**config.mk**
```make
export PLATFORM = sky130hd
export DESIGN_NAME = sum_result_fifo
export DESIGN_NICKNAME = d
export VERILOG_FILES = /design/src/rtl/sum_result_fifo.sv
export SDC_FILE = /design/constraint.sdc
export NUM_CORES = 1
export LEC_CHECK = 0
export CORE_AREA = 2 2 97 99
export DETAILED_ROUTE_END_ITERATION = 8
export DIE_AREA = 0 0 99 101
export GPL_ROUTABILITY_DRIVEN = 1
export PLACE_DENSITY_LB_ADDON = 0.3
export RECOVER_POWER = 100
export SLEW_MARGIN = 25
export SYNTH_ARGS = -nofsm -noshare
export SYNTH_HDL_FRONTEND = slang
export SYNTH_SLANG_ARGS = --single-unit
```
**constraint.sdc**
```tcl
create_clock -name clk -period 2.3 [get_ports clk]
set_clock_uncertainty 0.2 [all_clocks]
set_input_delay 0.23 -clock clk [delete_from_list [all_inputs] [get_ports clk]]
set_output_delay 0.23 -clock clk [all_outputs]
set_load 0.1 [all_outputs]
```
**src/rtl/sum_result_fifo.sv**
```systemverilog
// sum_result_fifo: first-word-fall-through FIFO behind the adder.
// The adder pushes sums with a bare valid pulse and never stalls. The consumer
// drains them over a valid/ready handshake. When a sum arrives on a full FIFO
// and nothing leaves in the same cycle, that sum is dropped and counted.
module sum_result_fifo #(
  parameter int DATA_W = 10,
  parameter int DEPTH  = 8,
  parameter int CNT_W  = 8
) (
  input  logic                    clk,
  input  logic                    rst_n,
  input  logic [DATA_W-1:0]       in_data,
  input  logic                    in_valid,
  output logic [DATA_W-1:0]       out_data,
  output logic                    out_valid,
  input  logic                    out_ready,
  output logic [$clog2(DEPTH):0]  level,
  output logic                    full,
  output logic                    empty,
  output logic [CNT_W-1:0]        drop_cnt,
  input  logic                    clr_drop
);

  localparam int AW = $clog2(DEPTH);
  localparam int LW = AW + 1;

  // Saturating increment for the drop counter: holds at all-ones.
  function automatic logic [CNT_W-1:0] sat_inc(input logic [CNT_W-1:0] v);
    return (v == {CNT_W{1'b1}}) ? v : v + CNT_W'(1);
  endfunction

  // Storage is data only and is deliberately left out of reset.
  logic [DATA_W-1:0] mem [DEPTH];

  logic [AW-1:0]    rd_ptr;
  logic [AW-1:0]    wr_ptr;
  logic [LW-1:0]    level_q;
  logic [LW-1:0]    level_d;
  logic             full_q;
  logic             empty_q;
  logic [CNT_W-1:0] drop_q;
  logic [CNT_W-1:0] drop_d;

  logic pop;
  logic push;
  logic drop;

  // A pop needs a presented word, so an empty FIFO never pops even with
  // out_ready high. A full FIFO still accepts a push when a pop frees a slot.
  assign pop  = !empty_q && out_ready;
  assign push = in_valid && (!full_q || pop);
  assign drop = in_valid && full_q && !pop;

  // Outputs come purely from registered state; nothing from in_* reaches them
  // combinationally. The zero mux keeps out_data clean while empty.
  assign out_valid = !empty_q;
  assign out_data  = empty_q ? '0 : mem[rd_ptr];
  assign level     = level_q;
  assign full      = full_q;
  assign empty     = empty_q;
  assign drop_cnt  = drop_q;

  // Next occupancy from the push/pop pair.
  always_comb begin
    level_d = level_q;
    if (push && !pop) begin
      level_d = level_q + LW'(1);
    end else if (pop && !push) begin
      level_d = level_q - LW'(1);
    end
  end

  // Next drop count: the clear applies first, then a same-edge drop counts.
  always_comb begin
    drop_d = clr_drop ? '0 : drop_q;
    if (drop) begin
      drop_d = sat_inc(drop_d);
    end
  end

  // Write port: the word lands at wr_ptr on every accepted push.
  always_ff @(posedge clk) begin
    if (push) begin
      mem[wr_ptr] <= in_data;
    end
  end

  // Pointers wrap naturally because DEPTH is a power of two.
  always_ff @(posedge clk or negedge rst_n) begin
    if (!rst_n) begin
      rd_ptr <= '0;
      wr_ptr <= '0;
    end else begin
      if (pop) begin
        rd_ptr <= rd_ptr + AW'(1);
      end
      if (push) begin
        wr_ptr <= wr_ptr + AW'(1);
      end
    end
  end

  // Occupancy and its flags move together on the same edge.
  always_ff @(posedge clk or negedge rst_n) begin
    if (!rst_n) begin
      level_q <= '0;
      full_q  <= 1'b0;
      empty_q <= 1'b1;
    end else begin
      level_q <= level_d;
      full_q  <= (level_d == LW'(DEPTH));
      empty_q <= (level_d == '0);
    end
  end

  // Drop counter register.
  always_ff @(posedge clk or negedge rst_n) begin
    if (!rst_n) begin
      drop_q <= '0;
    end else begin
      drop_q <= drop_d;
    end
  end

endmodule
```
* Word level (Yosys, flattened, before mapping)
Memory sizes are Yosys's and may differ from the RTL's.
Cells that the tools add are included.
** Storage, ports and cells
- Register bits :: 20
- Memory bits (writable) :: 80
- Input bits :: 15
- Logic and storage cells :: 34
- Memories kept :: 1
** Memory list
- mem :: depth 8, width 10, rd ports 1, clocked after Yosys merged registers in 0, write ports 1, line 33 : logic [DATA_W-1:0] mem [DEPTH];
** Operators by class
- Add/subtract/negate cells :: 5
- Equality and inequality tests :: 2
- Muxes and demuxes :: 8
- Reductions and logical operators :: 12
** Operators with widths (number)
- 8-bit two-way mux :: 3
- 10-bit two-way mux :: 1
- 8-bit by 1-bit adder with 8-bit output (second input constant) :: 1
- 8-bit equality test (second input constant) :: 1
- 4-bit two-way mux :: 2
- 3-bit by 1-bit adder with 3-bit output (second input constant) :: 2
- 1-bit logical AND :: 6
- 4-bit by 1-bit adder with 4-bit output (second input constant) :: 1
- 4-bit equality test (second input constant) :: 1
- 1-bit logical NOT :: 4
- 4-bit logical NOT :: 1
- 4-bit by 1-bit subtractor with 4-bit output (second input constant) :: 1
- 1-bit two-way mux :: 2
- 1-bit logical OR :: 1

* Longest topological paths before layout
- Word-level depth :: 9
- Gate-level depth with buffers :: 7
- Depth with buffers taken out :: 6

* Least setup slack after synthesis
OpenSTA, ideal clock, no wires.
- Kind :: register to register
- Start point :: reg drop_q[0], in the netlist drop_cnt[0]
- End point :: reg drop_q[1], in the netlist drop_cnt[1]
- Data arrival time :: 2.422 ns
- Data required time :: 1.973 ns
- Setup slack :: -0.449 ns
- Cell stages (with the launch flop) :: 7
- Buffers on the path :: 0
- Period minus slack after synthesis :: 2.749 ns
- Cell sequence :: dfrtp_1 > nor2b_1 > ha_1 > nand4b_4 > or3_1 > nand2_1 > mux2_1
** Between the ends
- Word-level cells in the longest chain between the ends :: 4
- Elaborated cells on any way between the ends :: 5
- Classes of those cells :: add/sub (1); eq/ne (1); mux (3)
** Ends and longest elaborated chain
- from (decl) :: line 41 : logic [CNT_W-1:0] drop_q;
- from (signal assigned) :: line 121 : drop_q <= drop_d;
- 8-bit two-way mux * :: line 75 : drop_d = clr_drop ? '0 : drop_q;
- 8-bit by 1-bit adder with 8-bit output or 8-bit equality test (tied branches) :: line 29 : return (v == {CNT_W{1'b1}}) ? v : v + CNT_W'(1);
- 8-bit two-way mux * :: line 29
- 8-bit two-way mux * :: line 76 : if (drop) begin
- named net drop_d[1] :: line 42 : logic [CNT_W-1:0] drop_d;
The timed path passes the listed nets; every way through them passes the cells marked *.
A chain may end at the register's enable or synchronous reset.

* Final worst setup path
- Start point :: reg rd_ptr[0]
- End point :: out out_data[9]
** Between the ends
- Word-level cells in the longest chain between the ends :: 2
** Ends and longest elaborated chain
- from (decl) :: line 35 : logic [AW-1:0] rd_ptr;
- from (signal assigned) :: line 95 : rd_ptr <= rd_ptr + AW'(1);
- memory 8 x 10 bit
- 10-bit two-way mux :: line 57 : assign out_data = empty_q ? '0 : mem[rd_ptr];
- to (decl) :: line 14 : output logic [DATA_W-1:0] out_data,
No other way between the ends.

==> results.md <==
- Fin worst setup slack: -100 ps
- Worst Setup Slack post-DPL: -90.8 ps
- Die Y: 101 µm
- Placed cells: 420
- Total vias in the final route: 2372
- Io pins: 40
- Clk buf depth: 2
- CP Max Fanout: 6
- Vias per cell: 5.35
- Rel. slew slack: 49.7%
- Initial DRC count: 112
- WS Path Type: flop to primary output
- Flop-to-flop setup slack: 90 ps
- Die width: 99 µm
- Area grow syn2layout: 24.4%
- Syn_nets: 268
- Largest net degree at the start of global routing: 23
- Clock Latency Late Sink: 360 ps
- CTS Hold Buffers Added: 0
- Tcrit/Tclk final: 104%
- Yosys warnings: 0
- CTS Buf Count: 9
- Syn_area_per_cell: 17.0 µm²
- Most common cell after layout, fill and taps aside: edfxtp_1
- Hold Crit Class: input pin to asynchronous set/reset pin
- RSZ-0062 raised after global routing: yes
- Synth area leader: edfxtp_1
- Worst r2r dst: mem[1][0]
- H-tree depth: 3
- R2r worst-path depth: 5
- Crit path launch type: flop
- Setup-failing EPs final: 10
- Fmax achieved: 417 MHz
- Worst slew pin tran: 752 ps
- DR WL/cell: 18.6 µm
- Tmin final: 2400 ps
- Clk slew on worst S/H paths: 90 ps
- TritonRoute pass-1 iters: 4
- Post-layout net count: 347
- Final GP Congestion: 0.834
- Critical Path RT: 1870 ps
- Total gr overflow: 0
- Sequential-to-total area share from yosys stat: 68.7%
- DRC Markers: 0
- Failing checks: setup timing
- Slew Limit Fails: 0
- Max Cap Viol: 0
- Number of distinct library cells after synthesis: 49
- Detailed Place HPWL: 5390 µm
- Number of global-route vias before repair: 2460
- Rows: 35
- Final wirelength: 8230 µm
- Synthesized area: 0.00423 mm²
- Core Area: 0.00898 mm²
- Hold slack: 174 ps
- Clock sinks: 100
- Share of layout cells above drive strength 1: 35.2%
- Critical Path Sink Type: primary output
- Placed cell area: 0.00515 mm²
- Commonest cells after routing, fill and taps aside: edfxtp_1 (80), clkbuf_2 (22), mux4_2 (20), dfrtp_1 (14), buf_12 (14)
- Critical Path AT: 1970 ps
- # diodes: 0
- Total track usage: 18.0%
- Die area: 0.0100 mm²
- Synth area leaders: edfxtp_1 (57%), dfrtp_1 (11%), mux4_2 (11%)
- Fin cells: 443
- Final instance area: 0.00526 mm²
- FF+latch count, synth: 100
- CTS tree: done
- Synthesized instance count: 248
- Crit Reg-Reg Startpoint: empty
- IO Port Bufs: 39
- Initial Util: 47.1%
- Yosys top cell area share: 56.8%
- First-pass GRT wire length: 13300 µm
- Outcome: finished with violations
- Post-DRT Antenna Nets: 0
- Final-report hold violation count: 0
- Root Driver: clkbuf_8
- Antenna violations before repair: 0
-- metrics by stage --
stage | util, % | TNS [ps]
2_1_floorplan | - | -162
3_3_place_gp | 57.3 | -19.0
3_5_place_dp | 57.3 | -144
4_1_cts | 60.2 | -1010
5_1_grt | 58.6 | -3090
6_report | 58.6 | -702
-- final cells by class --
class / count / area, µm²
well taps: 111 / 139
flip-flops and latches: 100 / 2910
multi-input cells: 134 / 1260
repair buffers: 77 / 767
inverters: 5 / 18.8
fillers: 695 / 3720
clock buffers: 9 / 124
clock inverters: 7 / 41.3
-- sequential cells by signal, indices dropped and copies added, names as in the netlist --
register  flops
level         4
drop_cnt      8
full          1
rd_ptr        3
empty         1
wr_ptr        3
mem          80
-- layer usage --
layer | up-vias | share of wire (%) | track usage (%)
met5 | - | 0 | 0
met4 | 0 | 1.5 | 6.85
met3 | 11 | 2.5 | 3.95
met2 | 28 | 50 | 28.4
met1 | 1210 | 46 | 24.7
li1 | 1123 | - | -
-- cells in the mapped netlist, drive strengths merged --
cell type and number:
a211oi 3, a21boi 1, a21oi 4, a31oi 3
a41oi 1, and3 1, and4b 1, and4bb 2
buf 6, clkbuf 3, dfrtp 19, dfstp 1
edfxtp 80, ha 5, inv 5, mux2 2
mux2i 10, mux4 20, nand2 11, nand2b 6
nand3 2, nand4 1, nand4b 1, nor2 24
nor2b 5, nor3 6, nor4 3, nor4b 1
nor4bb 1, o211ai 1, o21a 1, o21ai 5
o22ai 1, o32a 1, or2 1, or3 2
xnor2 7, xor2 1
-- timing repair --
action,4_1_cts,5_1_grt
pin swaps,0,1
buffers inserted,4,1
gates resized for setup,5,4
setup endpoints to repair,10,10
gates cloned,2,1
-- worst max-delay path, stage by stage, from the launching register on --
cell and delay, ps:
dfrtp_2 400, buf_4 120, buf_12 120, mux4_2 500, mux2i_1 220, nor2_2 80
buf_12 170
-- how the worst max path moves through the flow --
| stage | endpoint | slack, ps | from | cells after the start |
|---|---|---|---|---|
| after floorplan | drop_cnt[1] | -130 | drop_cnt[1] | 6 |
| after global placement | drop_cnt[1] | -20 | clr_drop | 7 |
| after detailed placement | drop_cnt[1] | -90 | clr_drop | 7 |
| after CTS | out_data[3] | -120 | rd_ptr[0] | 6 |
| after global routing | out_data[8] | -170 | rd_ptr[0] | 6 |
| final | out_data[9] | -100 | rd_ptr[0] | 6 |
-- cells by family after synthesis --
group / share of synthesized area (%)
buffers and inverters: 1.66
and+or+nand+nor: 9.44
muxes: 13.6
DFF: 68.7
adders and majority gates: 1.48
xor gates and xnor gates: 1.66
AOI/OAI and AO/OA: 3.52
Power is left out: the tool's default activity adds up to more than one toggle a clock period on the data nets, which glitch-free logic cannot reach.
